$ cat src/rtl/conv_mac_sequencer_if.sv
// Bus between the convolution controller, the shared sample/coefficient buffer
// read port and the MAC sequencer.
interface conv_mac_sequencer_if #(
  parameter int ADDR_W  = 3,
  parameter int DATA_W  = 16,
  parameter int COEFF_W = 16
);
  logic                      start_conv;
  logic signed [DATA_W-1:0]  sample_data;
  logic signed [COEFF_W-1:0] coeff_data;
  logic                      rd_en;
  logic [ADDR_W-1:0]         tap_addr;
  logic                      busy;
  logic                      conv_complete;
  logic signed [DATA_W-1:0]  conv_result;
  logic                      overflow;

  modport master (
    output start_conv, sample_data, coeff_data,
    input  rd_en, tap_addr, busy, conv_complete, conv_result, overflow
  );

  modport slave (
    input  start_conv, sample_data, coeff_data,
    output rd_en, tap_addr, busy, conv_complete, conv_result, overflow
  );
endinterface

$ cat src/rtl/conv_mac_sequencer.sv
// Walks the taps of one convolution output over the shared buffer read port,
// multiply-accumulates through a 2-stage pipeline and returns a saturated result.
module conv_mac_sequencer #(
  parameter int NUM_TAPS  = 8,
  parameter int ADDR_W    = 3,
  parameter int DATA_W    = 16,
  parameter int COEFF_W   = 16,
  parameter int FRAC_BITS = 15
) (
  input  logic                clk,
  input  logic                n_rst,
  conv_mac_sequencer_if.slave bus
);

  localparam int PROD_W = DATA_W + COEFF_W;
  localparam int ACC_W  = PROD_W + ADDR_W;
  localparam logic [ADDR_W-1:0] LAST_TAP = ADDR_W'(NUM_TAPS - 1);
  localparam logic signed [ACC_W-1:0] SAT_MAX =
    {{(ACC_W-DATA_W+1){1'b0}}, {(DATA_W-1){1'b1}}};
  localparam logic signed [ACC_W-1:0] SAT_MIN =
    {{(ACC_W-DATA_W+1){1'b1}}, {(DATA_W-1){1'b0}}};

  typedef enum logic [2:0] {IDLE, READ, DRAIN, DONE, REARM} state_t;

  // Returns {overflow, result}: scale the sum down, then clamp to DATA_W signed.
  function automatic logic [DATA_W:0] sat_shift(input logic signed [ACC_W-1:0] sum);
    logic signed [ACC_W-1:0] sh;
    sh = sum >>> FRAC_BITS;
    if (sh > SAT_MAX)
      sat_shift = {1'b1, SAT_MAX[DATA_W-1:0]};
    else if (sh < SAT_MIN)
      sat_shift = {1'b1, SAT_MIN[DATA_W-1:0]};
    else
      sat_shift = {1'b0, sh[DATA_W-1:0]};
  endfunction

  state_t                   state;
  logic [ADDR_W-1:0]        tap_cnt;
  logic                     drain_cnt;
  logic                     rd_en_r;
  logic                     busy_r;
  logic                     complete_r;
  logic                     ovf_r;
  logic signed [DATA_W-1:0] result_r;

  logic                     vld_p0;
  logic signed [DATA_W-1:0] smp_p0;
  logic signed [COEFF_W-1:0] cof_p0;
  logic                     vld_p1;
  logic signed [PROD_W-1:0] prod_p1;
  logic signed [ACC_W-1:0]  acc_p2;

  logic                     start_acc;
  logic                     abort;
  logic                     pipe_clr;
  logic signed [ACC_W-1:0]  prod_ext;
  logic signed [ACC_W-1:0]  final_sum;
  logic [DATA_W:0]          sat_res;

  assign start_acc = (state == IDLE) && bus.start_conv;
  assign abort     = ((state == READ) || (state == DRAIN)) && !bus.start_conv;
  assign pipe_clr  = start_acc || abort;

  assign smp_p0 = bus.sample_data;
  assign cof_p0 = bus.coeff_data;

  // The last product lands on the same edge that enters DONE, so fold it in here.
  assign prod_ext  = {{ADDR_W{prod_p1[PROD_W-1]}}, prod_p1};
  assign final_sum = vld_p1 ? (acc_p2 + prod_ext) : acc_p2;
  assign sat_res   = sat_shift(final_sum);

  always_ff @(posedge clk or negedge n_rst) begin
    if (!n_rst) begin
      state      <= IDLE;
      tap_cnt    <= '0;
      drain_cnt  <= 1'b0;
      rd_en_r    <= 1'b0;
      busy_r     <= 1'b0;
      complete_r <= 1'b0;
      ovf_r      <= 1'b0;
      result_r   <= '0;
    end else begin
      complete_r <= 1'b0;
      case (state)
        IDLE: begin
          if (bus.start_conv) begin
            state   <= READ;
            rd_en_r <= 1'b1;
            tap_cnt <= '0;
            busy_r  <= 1'b1;
          end
        end
        READ: begin
          if (!bus.start_conv) begin
            state   <= IDLE;
            rd_en_r <= 1'b0;
            tap_cnt <= '0;
            busy_r  <= 1'b0;
          end else if (tap_cnt == LAST_TAP) begin
            state     <= DRAIN;
            rd_en_r   <= 1'b0;
            tap_cnt   <= '0;
            drain_cnt <= 1'b0;
          end else begin
            tap_cnt <= tap_cnt + 1'b1;
          end
        end
        DRAIN: begin
          if (!bus.start_conv) begin
            state  <= IDLE;
            busy_r <= 1'b0;
          end else if (drain_cnt) begin
            state             <= DONE;
            complete_r        <= 1'b1;
            {ovf_r, result_r} <= sat_res;
          end else begin
            drain_cnt <= 1'b1;
          end
        end
        DONE: begin
          if (!bus.start_conv) begin
            state  <= IDLE;
            busy_r <= 1'b0;
          end else begin
            state <= REARM;
          end
        end
        REARM: begin
          if (!bus.start_conv) begin
            state  <= IDLE;
            busy_r <= 1'b0;
          end
        end
        default: begin
          state   <= IDLE;
          rd_en_r <= 1'b0;
          busy_r  <= 1'b0;
        end
      endcase
    end
  end

  always_ff @(posedge clk or negedge n_rst) begin
    if (!n_rst) begin
      vld_p0  <= 1'b0;
      vld_p1  <= 1'b0;
      prod_p1 <= '0;
      acc_p2  <= '0;
    end else begin
      // p0: buffer read data returns the cycle after rd_en
      vld_p0 <= pipe_clr ? 1'b0 : rd_en_r;
      // p1: full-precision product
      vld_p1 <= pipe_clr ? 1'b0 : vld_p0;
      if (vld_p0)
        prod_p1 <= smp_p0 * cof_p0;
      // p2: accumulate, wide enough that NUM_TAPS products never wrap
      if (start_acc)
        acc_p2 <= '0;
      else if (vld_p1)
        acc_p2 <= acc_p2 + prod_ext;
    end
  end

  assign bus.rd_en         = rd_en_r;
  assign bus.tap_addr      = tap_cnt;
  assign bus.busy          = busy_r;
  assign bus.conv_complete = complete_r;
  assign bus.conv_result   = result_r;
  assign bus.overflow      = ovf_r;

endmodule

$ cat src/flat_wrapper.sv
// flat-port wrapper written by rule: the top's interface ports become plain ports
module conv_mac_sequencer_flat 
#(
  parameter int NUM_TAPS  = 8,
  parameter int ADDR_W    = 3,
  parameter int DATA_W    = 16,
  parameter int COEFF_W   = 16,
  parameter int FRAC_BITS = 15
)
  (clk, n_rst, bus_start_conv, bus_sample_data, bus_coeff_data, bus_rd_en, bus_tap_addr, bus_busy, bus_conv_complete, bus_conv_result, bus_overflow);
  conv_mac_sequencer_if #(.ADDR_W(ADDR_W), .DATA_W(DATA_W), .COEFF_W(COEFF_W)) bus_i ();
  input  logic clk;
  input  logic n_rst;
  input wire logic [$bits(bus_i.start_conv)-1:0] bus_start_conv;
  input wire logic [$bits(bus_i.sample_data)-1:0] bus_sample_data;
  input wire logic [$bits(bus_i.coeff_data)-1:0] bus_coeff_data;
  output wire logic [$bits(bus_i.rd_en)-1:0] bus_rd_en;
  output wire logic [$bits(bus_i.tap_addr)-1:0] bus_tap_addr;
  output wire logic [$bits(bus_i.busy)-1:0] bus_busy;
  output wire logic [$bits(bus_i.conv_complete)-1:0] bus_conv_complete;
  output wire logic [$bits(bus_i.conv_result)-1:0] bus_conv_result;
  output wire logic [$bits(bus_i.overflow)-1:0] bus_overflow;
  assign bus_i.start_conv = bus_start_conv;
  assign bus_i.sample_data = bus_sample_data;
  assign bus_i.coeff_data = bus_coeff_data;
  assign bus_rd_en = bus_i.rd_en;
  assign bus_tap_addr = bus_i.tap_addr;
  assign bus_busy = bus_i.busy;
  assign bus_conv_complete = bus_i.conv_complete;
  assign bus_conv_result = bus_i.conv_result;
  assign bus_overflow = bus_i.overflow;
  conv_mac_sequencer #(.NUM_TAPS(NUM_TAPS), .ADDR_W(ADDR_W), .DATA_W(DATA_W), .COEFF_W(COEFF_W), .FRAC_BITS(FRAC_BITS)) u_core (.clk(clk), .n_rst(n_rst), .bus(bus_i));
endmodule
$ cat config.mk
export PLATFORM = sky130hd
export DESIGN_NAME = conv_mac_sequencer_flat
export DESIGN_NICKNAME = d
export VERILOG_FILES = /design/src/rtl/conv_mac_sequencer_if.sv /design/src/rtl/conv_mac_sequencer.sv /design/src/flat_wrapper.sv
export SDC_FILE = /design/constraint.sdc
export NUM_CORES = 1
export LEC_CHECK = 0
export BUFFER_PORTS_ARGS = -buffer_cell sky130_fd_sc_hd__clkbuf_2
export CELL_PAD_IN_SITES_DETAIL_PLACEMENT = 1
export CELL_PAD_IN_SITES_GLOBAL_PLACEMENT = 1
export CORE_ASPECT_RATIO = 1.4
export CORE_UTILIZATION = 46
export CTS_CLUSTER_SIZE = 8
export DETAILED_ROUTE_END_ITERATION = 8
export GPL_TIMING_DRIVEN = 1
export PLACE_DENSITY_LB_ADDON = 0.1
export SKIP_LAST_GASP = 1
export SLEW_MARGIN = 15
export SYNTH_ARGS = -nofsm -noshare
export SYNTH_HDL_FRONTEND = slang
export SYNTH_SLANG_ARGS = --single-unit
$ cat constraint.sdc
create_clock -name clk -period 3.1 [get_ports clk]
set_input_delay 0.465 -clock clk [delete_from_list [all_inputs] [get_ports clk]]
set_output_delay 0.465 -clock clk [all_outputs]
set_load 0.01 [all_outputs]
# After elaboration in Yosys (flattened, before gate mapping)
# Index checks and enable logic that the tools add are counted.
dict set report totals {
  register_bits 96
  inputBits 35
  out_inout_bits 23
  elab_cells 78
}
dict set report op_classes {
  add_sub_neg 2
  multipliers 1
  order_cmp 2
  n_eq_ne 13
  mux 29
  bitwise 1
  reduce_logical 17
}
# op n
set op_table {}
lappend op_table {{$mux W35} 2}
lappend op_table {{$add A35 B32 Y35} 1}
lappend op_table {{$mux W17} 2}
lappend op_table {{$mul A16 B16 Y32} 1}
lappend op_table {{$mux W3} 10}
lappend op_table {{$gt A20 B16 Y1 const B} 1}
lappend op_table {{$lt A20 B16 Y1 const B} 1}
lappend op_table {{$pmux W3 S5} 1}
lappend op_table {{$ne A2 B2 Y1 const B} 6}
lappend op_table {{$mux W1} 10}
lappend op_table {{$reduce_and A4 Y1} 2}
lappend op_table {{$eq A3 B2 Y1 const B} 2}
lappend op_table {{$eq A3 B3 Y1 const B} 2}
lappend op_table {{$pmux W3 S2} 1}
lappend op_table {{$reduce_and A3 Y1} 2}
lappend op_table {{$reduce_bool A2 Y1} 3}
lappend op_table {{$pmux W1 S2} 2}
lappend op_table {{$reduce_and A2 Y1} 2}
lappend op_table {{$reduce_or A4 Y1} 1}
lappend op_table {{$add A3 B1 Y3 const B} 1}
lappend op_table {{$eq A3 B1 Y1 const B} 1}
lappend op_table {{$logic_not A3 Y1} 1}
lappend op_table {{$ne A3 B2 Y1 const B} 1}
lappend op_table {{$ne A3 B3 Y1 const B} 1}
lappend op_table {{other kinds (6)} 8}

# Depth between registers and ports, before layout
# Gate-level depths: netlist (run 1).
dict set report logic_depth {
  word_depth 5
  depth_mapped 25
  ltp_nobuf 24
}

# Least setup slack after synthesis (run 1)
# Ideal clock, no wire load.
dict set report synth_timing {
  path_kind {input port to flip-flop}
  from {input bus_sample_data[15]}
  to {register u_core.prod_p1[30]}
  setup_ns 0.095
  arrival_time_ns 6.293
  t_required_ns 3.005
  path_slack_ns -3.288
  cell_stages 21
  n_path_buf 1
  path_cell_list {clkbuf_1 nand2_1 inv_1 fa_1 fa_1 fa_1 fa_1 fa_1 inv_1 fa_1 inv_1 ha_1 a21o_1 a21o_1 a21o_1 a21o_1 a2111oi_0 a31oi_1 o211a_1 o21a_1 o31ai_1}
}
dict set report synth_via {
  elab_chain_len 1
}
# element line
set synth_rtl {}
lappend synth_rtl {{start, declared} flat_wrapper.sv:15} ;# input wire logic [$bits(bus_i.sample_data)-1:0] bus_sample_data;
lappend synth_rtl {{$mul A16 B16 Y32} conv_mac_sequencer.sv:155} ;# prod_p1 <= smp_p0 * cof_p0;
lappend synth_rtl {{end signal, assigned} conv_mac_sequencer.sv:155}
lappend synth_rtl {{end, declared} conv_mac_sequencer.sv:50} ;# logic signed [PROD_W-1:0] prod_p1;
# No other way between the ends.
# A chain may end at the register's enable or synchronous reset.

# Worst setup path in the final report (run 1)
dict set report layout_timing {
  from {input bus_coeff_data[4]}
  to {register u_core.prod_p1[24]}
}
dict set report layout_via {
  elab_chain_len 1
}
# element line
set layout_rtl {}
lappend layout_rtl {{start, declared} flat_wrapper.sv:16} ;# input wire logic [$bits(bus_i.coeff_data)-1:0] bus_coeff_data;
lappend layout_rtl {{$mul A16 B16 Y32} conv_mac_sequencer.sv:155}
# No other way between the ends.

==> results of run 1 <==
-- final cells by class --
| cell class | instances | area share |
|---|---|---|
| Multi-Input combinational cell | 1259 | 0.6296 |
| Timing Repair Buffer | 357 | 0.1526 |
| Sequential cell | 96 | 0.1159 |
| Inverter | 330 | 0.05986 |
| Tap cell | 451 | 0.02721 |
| Clock buffer | 11 | 0.01219 |
| Clock inverter | 4 | 0.002595 |
-- cells in the mapped netlist, types with 17 or more instances --
| library cell | n |
|---|---|
| a21oi_1 | 58 |
| inv_1 | 328 |
| and2_1 | 120 |
| nor2_1 | 99 |
| fa_1 | 263 |
| o22ai_1 | 21 |
| nor3_1 | 20 |
| ha_1 | 118 |
| xnor2_1 | 34 |
| a21o_1 | 34 |
| nand2_1 | 189 |
| o21ai_0 | 47 |
| mux2_2 | 17 |
| dfrtp_1 | 96 |
| clkbuf_1 | 49 |
| mux2i_1 | 25 |
-- state kept, by name (all words and copies together), names as in the netlist, 3 cells and up --
signal                  count
u_core.acc_p2              35
u_core.prod_p1             32
u_core.bus.conv_result     16
u_core.bus.tap_addr         3
u_core.state                3
-- cells by family after synthesis --
kind of cell,after synthesis
AO/OA/AOI/OAI,268
multiplexers,42
adder cells (fa/ha/maj),381
buffers and inverters,389
XOR/XNOR,46
AND/OR/NAND/NOR,521
flip-flops,96
-- routing by layer --
metal | routed length, um | share of wire | global-route usage
met1 | 18890 | 0.38 | 0.3091
met4 | 1842 | 0.037 | 0.1112
met3 | 853 | 0.017 | 0.02043
met2 | 27580 | 0.56 | 0.5526
met5 | 0 | 0 | 0
-- metrics by stage --
stage	hold slack [ns]	cell area (um2)	instances	setup TNS, ns
3_5_place_dp	0.4745	18640	2440	-76.10
3_3_place_gp	0.4690	18640	2440	-72.70
6_report	0.1156	20730	2508	-61.10
4_1_cts	0.1249	20360	2489	-58.61
5_1_grt	0.1541	20730	2508	-66.79
2_1_floorplan	0.1694	16420	1743	-51.44
-- worst paths after layout --
| check | endpoint | slack, ns |
|---|---|---|
| hold reg to reg | u_core.prod_p1[27] | 0.49 |
| min in group clk | u_core.state[2] | 0.47 |
| hold / removal | u_core.acc_p2[31] | 0.12 |
| setup / recovery | u_core.prod_p1[24] | -2.70 |
| setup reg to reg | u_core.bus.conv_result[4] | -0.29 |
| max in group asynchronous | u_core.acc_p2[7] | 2.16 |
-- what timing repair did --
item	CTS	global route
buffers inserted	34	21
hold buffers	0	0
gates cloned	1	1
setup endpoints to repair	47	49
pin swaps	112	83
gates resized for setup	244	68
==> key figures, run 1 <==
Placement
  – Port Buf Inserts: 57
  – Gpl congestion: 0.8733
  – Setup WS pre-CTS: -3.331 ns
  – Hpwl dp: 38.48 mm

Global routing
  – GRT Overall Usage: 0.2815
  – First-pass GRT wire length: 78.39 mm
  – Antenna violations before repair: 0
  – Largest net degree at the start of global routing: 47
  – Number of global-route vias before repair: 15450
  – Total grt overflow: 0

Floorplanning
  – Initial core utilization: 0.4662
  – IO Pins: 58
  – Die Area: 35140 um2
  – Die X-Extent: 158.7 um
  – Core ar.: 33930 um2
  – Row count: 80
  – Die Y: 221.4 um

Logic synthesis
  – Synth area leader: fa_1
  – Flops & latches, synth: 96
  – Ys Warns: 0
  – Sequential fraction of the synthesis area: 0.1519
  – Synth Area in XOR/XNOR: 0.02547
  – Compound-Gate Fraction of Synth Area: 0.1145
  – Prevailing post-synth register cell: dfrtp_1
  – Top-area cell type share of the netlist area: 0.3329
  – Post-synthesis average cell area: 9.075 um2
  – Cell area after synthesis: 15820 um2
  – Distinct cell type count after synthesis: 68
  – Simple-gate share of the synthesized area: 0.1603
  – Largest family of logic cells by synthesized area: adder cells
  – Mux cell area share after synthesis: 0.02792
  – Leading post-synthesis cells by cell area: fa_1, dfrtp_1, ha_1, inv_1, and2_1
  – Adder-cell share of the synthesized area: 0.4262
  – Syn nets: 2159
  – Gate Count Post-Synth: 1743
  – EDFF count, synth: 0
  – Asr flop ratio synth: 1.000

STA
  – Clock skew: 0.007595 ns
  – Slew margin rel.: 0.4591
  – Final setup margin: -2.700 ns
  – Finish-stage setup viols: 44
  – Fmax: 172.4 MHz
  – Final hold violation count: 0
  – Worst-Margin Slew: 0.8097 ns
  – Final Max Tran Viols: 0
  – Period utilisation layout: 1.871
  – Min Tclk post-route: 5.800 ns
  – Unrepaired setup endpoints after global routing: yes

Cells and area
  – Area of the multi-input gates: 13060 um2
  – Area Overhead vs Synth: 31.09%
  – Commonest non-fill, non-tap cell in the layout: inv_1
  – Nets: 2469
  – Register Area: 2404 um2
  – Most frequent cells in the layout: inv_1, buf_4, fa_1
  – Share of cells above drive strength 1: 0.2990
  – Util after Layout: 0.6111
  – N_diodes: 0
  – Fillers: 3790

CTS
  – Worst-path clk slew: 0.07 ns
  – Clk buf depth: 2
  – TritonCTS clock tree: yes
  – Clock Latency Late Sink: 0.36 ns
  – CTS buffer count: 9
  – Clock Sink Count: 96
  – H-Tree Depth: 3
  – Clk root buf: clkbuf_16

Setup path
  – Data required time of the critical path: 3.34 ns
  – Worst setup startpoint: bus_coeff_data[4]
  – Worst path depth: 23
  – Top Family by Delay on Critical Path: adder cells
  – Crit start category: primary input
  – Worst path arrival time: 6.04 ns
  – Bufs and invs on worst path: 7
  – Worst Reg-to-Reg Cells: 12
  – Kind of critical path: primary input to register
  – Critical Path Sink Type: register
  – Cell Chain, Critical Path: clkbuf_16 -> and2_4 -> fa_1 -> inv_1 -> fa_1 -> fa_2 -> inv_2 -> fa_2 -> fa_1 -> inv_2 -> fa_1 -> inv_2 -> ha_4 -> nand4_1 -> nor2_2 -> buf_4 -> and3_4 -> o21ai_4 -> a21oi_2 -> o21ai_2 -> buf_4 -> nor3b_2 -> or3_1
  – Max incr delay on CP: 0.57 ns
  – Critical path peak fanout: 5
  – CP max-delay cell: fa_2
  – Reg-to-reg startpoint: u_core.acc_p2[0]
  – Top cell by count, worst path: fa_1

Route
  – DR iter-0 viols: 554
  – Number of iterations in the first detailed-routing pass: 5
  – Final wirelength: 49.16 mm
  – Final antenna-violating net count: 0
  – Via count: 13350
  – # DRC: 0
  – Post-DR wirelength/cell: 19.60 um
  – Post-DR vias/cell: 5.324

Job
  – Max-cap violations: 0

Status
  – Failing checks: negative setup slack
  – Outcome: finished, violations left

Hold path
  – Worst hold path class: primary input to asynchronous set/reset pin
Power of run 1 is not shown: default switching activity piles up to over one toggle a cycle in this logic, so the estimate is an artifact.
==> run 2, diff against run 1 <==
--- a/config.mk
+++ b/config.mk
@@ -5,6 +5,7 @@
 export SDC_FILE = /design/constraint.sdc
 export NUM_CORES = 1
 export LEC_CHECK = 0
+export ABC_CLOCK_PERIOD_IN_PS = 3100
 export BUFFER_PORTS_ARGS = -buffer_cell sky130_fd_sc_hd__clkbuf_2
 export CELL_PAD_IN_SITES_DETAIL_PLACEMENT = 1
 export CELL_PAD_IN_SITES_GLOBAL_PLACEMENT = 1
@@ -14,6 +15,7 @@
 export DETAILED_ROUTE_END_ITERATION = 8
 export GPL_TIMING_DRIVEN = 1
 export PLACE_DENSITY_LB_ADDON = 0.1
+export SETUP_SLACK_MARGIN = 0.2
 export SKIP_LAST_GASP = 1
 export SLEW_MARGIN = 15
 export SYNTH_ARGS = -nofsm -noshare
==> run 2 against run 1 <==
The run still ends with negative setup slack left. Sequential share of layout area decreased by 0.21 points. First-iteration DRC count up 2.7%. Critical endpoint is now u_core.prod_p1[30]. Die area stayed put. Critical path type unchanged. Design area up 1.9%. Non-clock buffer count is 14 higher. Register-to-register slack worse by 0.13 ns.
==> key figures, run 2 (synthesized netlist as in run 1, its figures left out) <==
Status
  – Outcome: finished, violations left
  – Failing checks: negative setup slack

CTS
  – Clock Latency Late Sink: 0.36 ns (about the same)
  – Clk buf depth: 2 (unchanged)
  – TritonCTS clock tree: yes
  – Worst-path clk slew: 0.07 ns (about the same)
  – Clk root buf: clkbuf_16
  – H-Tree Depth: 3 (unchanged)
  – Clock Sink Count: 96 (unchanged)
  – CTS buffer count: 9 (unchanged)

Cells and area
  – Nets: 2483 (+0.57%)
  – Area of the multi-input gates: 13450 um2 (+3.0%)
  – Util after Layout: 0.6229 (+0.01180)
  – Most frequent cells in the layout: inv_1, buf_4, fa_1
  – Top reg by flops: u_core.acc_p2
  – Commonest non-fill, non-tap cell in the layout: inv_1
  – Share of cells above drive strength 1: 0.3190 (+0.02004)
  – Register Area: 2405 um2 (about the same)
  – Finished Layout Cells: 2523 (+0.60%)
  – Fillers: 3729 (-1.6%)
  – N_diodes: 0 (unchanged)
  – Area Overhead vs Synth: 33.62%
  – Max reg flops: 35 (unchanged)

Hold path
  – Worst hold path class: primary input to asynchronous set/reset pin

Setup path
  – Internal reg-to-reg setup slack: -0.42 ns (-0.13 ns)
  – Kind of critical path: primary input to register
  – Reg-to-reg startpoint: u_core.prod_p1[0]
  – Max incr delay on CP: 0.69 ns (+0.12 ns)
  – Bufs and invs on worst path: 3 (-4)
  – CP max-delay cell: fa_2
  – Critical path peak fanout: 7 (+2)
  – Critical R2R Capture: u_core.bus.conv_result[5]
  – Worst path arrival time: 6.10 ns (+0.06 ns)
  – Data required time of the critical path: 3.36 ns (+0.02 ns)
  – Cell Chain, Critical Path: buf_12 -> and2_4 -> fa_2 -> fa_1 -> fa_2 -> fa_2 -> fa_1 -> inv_2 -> fa_1 -> inv_1 -> ha_2 -> a21o_1 -> a21o_1 -> a21o_1 -> a21o_1 -> a2111oi_4 -> a31oi_4 -> o211a_1 -> o21a_1 -> o31ai_2
  – Top Family by Delay on Critical Path: adder cells
  – Top cell by count, worst path: a21o_1
  – Worst Reg-to-Reg Cells: 13 (+1)
  – Critical Path Sink Type: register
  – Crit start category: primary input

Job
  – Max-cap violations: 0 (unchanged)

STA
  – Fmax: 171.4 MHz (-0.58%)
  – Final setup margin: -2.734 ns (-0.03387 ns)
  – Period utilisation layout: 1.882 (+0.01093)
  – Final hold violation count: 0 (unchanged)
  – Finish-stage setup viols: 45 (+2.3%)
  – Final Max Tran Viols: 0 (unchanged)
  – Clock skew: 0.008299 ns (+0.0007040 ns)
  – Final hold slack: 0.1403 ns (+0.02469 ns)
  – Min Tclk post-route: 5.834 ns (+0.03387 ns)
  – Worst-Margin Slew: 0.7849 ns (-0.02484 ns)
  – Slew margin rel.: 0.4735 (+0.01444)
  – Unrepaired setup endpoints after global routing: yes

Route
  – DR iter-0 viols: 569 (+2.7%)
  – Via count: 13450 (+0.76%)
  – # DRC: 0 (unchanged)
  – Final antenna-violating net count: 0 (unchanged)
  – Post-DR vias/cell: 5.333 (+0.16%)
  – Number of iterations in the first detailed-routing pass: 4 (-1)
  – Post-DR wirelength/cell: 20.12 um (+2.6%)
  – Final wirelength: 50.76 mm (+3.2%)

Global routing
  – Antenna violations before repair: 0 (unchanged)
  – GRT Overall Usage: 0.2849 (+0.003396)
  – First-pass GRT wire length: 79.46 mm (+1.4%)
  – Largest net degree at the start of global routing: 97 (+110%)
  – Number of global-route vias before repair: 15490 (+0.27%)
  – Total grt overflow: 0 (unchanged)

Floorplanning
  – Die X-Extent: 158.7 um (unchanged)
  – Initial core utilization: 0.4662 (unchanged)
  – Die Area: 35140 um2 (unchanged)
  – Row count: 80 (unchanged)
  – Core ar.: 33930 um2 (unchanged)
  – IO Pins: 58 (unchanged)
  – Die Y: 221.4 um (unchanged)

Placement
  – Gpl congestion: 0.9241 (+5.8%)
  – Port Buf Inserts: 57 (unchanged)
  – Hpwl dp: 38.56 mm (+0.20%)
  – DP Cell Count: 2448 (+0.33%)
  – Setup WS pre-CTS: -3.288 ns (+0.04301 ns)
run 2: routing by layer:
metal / wire, um / share of wire / vias to the layer above / global-route usage
li1: - / - / 6188 / -
met3: 872 / 0.017 / 108 / 0.02006
met5: 0 / 0 / - / 0
met1: 19600 / 0.39 / 6933 / 0.3194
met2: 28430 / 0.56 / 225 / 0.5607
met4: 1852 / 0.036 / 0 / 0.09396
run 2: what timing repair did:
action / CTS / global route
pin swaps: 77 / 105
gates resized for setup: 195 / 155
setup buffers: 27 / 30
endpoints found under the setup margin: 54 / 57
cloned: 2 / 0
hold buffers: 0 / 0
run 2: layout make-up:
cell class	instances	share of cell area
tap	451	0.02670
timing repair buffer	371	0.1513
multi-input combinational	1259	0.6365
sequential	96	0.1138
inverter	330	0.05873
clock buffer	11	0.01148
clock inverter	5	0.001539
run 2: how the worst max path moves through the flow:
stage               slack, ns                 from                  to  cells after the start
global placement        -3.10    bus_coeff_data[1]  u_core.prod_p1[30]                     21
floorplan               -2.70    bus_coeff_data[2]  u_core.prod_p1[30]                     19
finish                  -2.73  bus_sample_data[15]  u_core.prod_p1[30]                     20
global route            -2.88  bus_sample_data[15]  u_core.prod_p1[30]                     20
CTS                     -2.71   bus_sample_data[6]  u_core.prod_p1[30]                     21
detailed placement      -3.29   bus_sample_data[9]  u_core.prod_p1[29]                     23
run 2: metrics by stage:
step	instance area (um2)	setup TNS, ns
6_report	21140	-63.87
5_1_grt	21140	-68.76
4_1_cts	20170	-60.71
3_5_place_dp	18770	-75.66
3_3_place_gp	18770	-72.18
2_1_floorplan	16470	-51.44
Power of run 2 is left out for the same reason.
==> run 3, diff against run 2 <==
--- a/config.mk
+++ b/config.mk
@@ -10,7 +10,7 @@
 export CELL_PAD_IN_SITES_DETAIL_PLACEMENT = 1
 export CELL_PAD_IN_SITES_GLOBAL_PLACEMENT = 1
 export CORE_ASPECT_RATIO = 1.4
-export CORE_UTILIZATION = 46
+export CORE_UTILIZATION = 30
 export CTS_CLUSTER_SIZE = 8
 export DETAILED_ROUTE_END_ITERATION = 8
 export GPL_TIMING_DRIVEN = 1
==> run 3 against run 2 <==
The flow still finishes with violations (negative setup slack). Design area grew 2.7%. Register-to-register slack gained 0.12 ns. Sequential share of layout area shrank 0.31 points. Critical path depth grew 1. Highest routed layer unchanged.
==> key figures, run 3 (synthesized netlist as in run 1, its figures left out) <==
Status
  – Outcome: finished, violations left
  – Failing checks: negative setup slack

STA
  – Clock skew: 0.01416 ns (+0.005864 ns)
  – Final setup margin: -2.640 ns (+0.09383 ns)
  – Final Max Tran Viols: 0 (unchanged)
  – Fmax: 174.2 MHz (+1.6%)
  – Period utilisation layout: 1.852 (-0.03027)
  – Unrepaired setup endpoints after global routing: yes
  – Final hold violation count: 0 (unchanged)
  – Finish-stage setup viols: 44 (-2.2%)
  – Min Tclk post-route: 5.740 ns (-0.09383 ns)
  – Worst-Margin Slew: 0.6429 ns (-0.1420 ns)
  – Slew margin rel.: 0.5677 (+0.09423)

Floorplanning
  – Row count: 99 (+24%)
  – Die Area: 53660 um2 (+53%)
  – IO Pins: 58 (unchanged)
  – Die Y: 273.7 um (+24%)
  – Initial core utilization: 0.3033 (-0.1628)
  – Die X-Extent: 196.1 um (+24%)
  – Core ar.: 52150 um2 (+54%)

Cells and area
  – Share of cells above drive strength 1: 0.3306 (+0.01162)
  – Most frequent cells in the layout: inv_1, buf_4, fa_1
  – N_diodes: 0 (unchanged)
  – Max reg flops: 35 (unchanged)
  – Commonest non-fill, non-tap cell in the layout: inv_1
  – Area Overhead vs Synth: 37.27%
  – Fillers: 5994 (+61%)
  – Top reg by flops: u_core.acc_p2
  – Nets: 2510 (+1.1%)
  – Util after Layout: 0.4164 (-0.2065)

Route
  – Final wirelength: 47.87 mm (-5.7%)
  – Post-DR vias/cell: 4.636 (-13%)
  – Post-DR wirelength/cell: 17.06 um (-15%)
  – # DRC: 0 (unchanged)
  – Via count: 13010 (-3.3%)
  – DR iter-0 viols: 295 (-48%)
  – Number of iterations in the first detailed-routing pass: 6 (+2)
  – Final antenna-violating net count: 0 (unchanged)

Placement
  – Gpl congestion: 0.8767 (-5.1%)
  – Port Buf Inserts: 57 (unchanged)
  – Setup WS pre-CTS: -3.247 ns (+0.04110 ns)
  – Hpwl dp: 40.05 mm (+3.9%)

Setup path
  – Max incr delay on CP: 0.55 ns (-0.14 ns)
  – Data required time of the critical path: 3.39 ns (+0.03 ns)
  – CP max-delay cell: fa_1
  – Internal reg-to-reg setup slack: -0.30 ns (+0.12 ns)
  – Crit start category: primary input
  – Critical path peak fanout: 7 (unchanged)
  – Cell Chain, Critical Path: clkbuf_16 -> buf_12 -> and2_4 -> fa_1 -> fa_1 -> fa_1 -> fa_1 -> fa_1 -> inv_2 -> fa_1 -> inv_2 -> ha_4 -> a21o_1 -> a21o_1 -> a21o_1 -> a21o_1 -> a2111oi_4 -> a31oi_4 -> o211a_1 -> o21a_1 -> o31ai_2
  – Worst Reg-to-Reg Cells: 12 (-1)
  – Worst path arrival time: 6.03 ns (-0.07 ns)
  – Kind of critical path: primary input to register
  – Critical Path Sink Type: register
  – Top cell by count, worst path: fa_1

CTS
  – TritonCTS clock tree: yes
  – Clk root buf: clkbuf_16
  – Worst-path clk slew: 0.08 ns (about the same)
  – H-Tree Depth: 3 (unchanged)
  – Hold buffers post-CTS: 0 (unchanged)
  – Clk buf depth: 2 (unchanged)
  – Clock Sink Count: 96 (unchanged)
  – Clock Latency Late Sink: 0.37 ns (about the same)
  – CTS buffer count: 9 (unchanged)

Job
  – Max-cap violations: 0 (unchanged)

Global routing
  – Antenna violations before repair: 0 (unchanged)
  – Total grt overflow: 0 (unchanged)
  – GRT Overall Usage: 0.1850 (-0.09994)
  – Largest net degree at the start of global routing: 44 (-55%)
  – First-pass GRT wire length: 78.64 mm (-1.0%)
  – Number of global-route vias before repair: 14960 (-3.4%)

Hold path
  – Worst hold path class: primary input to asynchronous set/reset pin
-- run 3: cell types whose count changed in the layout (fill, tap and decap cells not counted), moves of 5 or more --
cell,previous run,this run
buf_4,268,286
clkbuf_16,14,23
inv_1,302,294
inv_2,25,32
ha_4,41,35
o22ai_2,15,9
o22ai_4,1,7
clkbuf_8,12,7
mux2_2,12,7
mux2_4,5,10
-- run 3: area by class of cell --
type,instances,area [um2],area share
timing repair buffer,399,3551,0.1635
tap,707,884.6,0.04074
sequential,96,2404,0.1107
multi-input combinational,1258,13330,0.6138
clock inverter,7,77.57,0.003573
inverter,330,1244,0.05728
clock buffer,9,225.2,0.01037
-- run 3: what timing repair did --
item,4_1_cts,5_1_grt
setup endpoints to repair,54,57
pin swaps,113,77
gates resized for setup,252,111
buffers inserted,46,19
hold endpoints to repair,0,0
cloned,3,0
-- run 3: routing by layer --
layer,wire length [um],global-route usage
met4,1312,0.06538
met2,26120,0.3546
met3,458,0.01183
met1,19980,0.2147
met5,0,0
-- run 3: worst paths after layout --
kind | start | to
min reg2reg | u_core.bus.conv_result[15] | u_core.bus.conv_result[15]
min in group clk | bus_start_conv | u_core.state[2]
max | bus_sample_data[6] | u_core.prod_p1[30]
max reg2reg | u_core.prod_p1[0] | u_core.bus.conv_result[8]
max in group asynchronous | n_rst | u_core.prod_p1[2]
min | n_rst | u_core.bus.conv_result[14]
-- run 3: through the flow --
stage / TNS [ns] / hold slack (ns) / cells / area (um2)
2_1_floorplan: -51.44 / 0.1694 / 1743 / 16470
3_3_place_gp: -73.42 / 0.4769 / 2722 / 19240
3_5_place_dp: -75.68 / 0.4905 / 2722 / 19240
6_report: -58.67 / 0.08926 / 2806 / 21710
5_1_grt: -65.64 / 0.1362 / 2806 / 21710
4_1_cts: -57.81 / 0.1001 / 2787 / 21090
-- run 3: critical path: cells and delay by family --
kind | cells | cell delay, ns
compound gates | 9 | 1.88
fa+ha+maj | 7 | 3.19
buf+inv | 4 | 0.35
simple gates | 1 | 0.14
Power of run 3 is left out for the same reason.
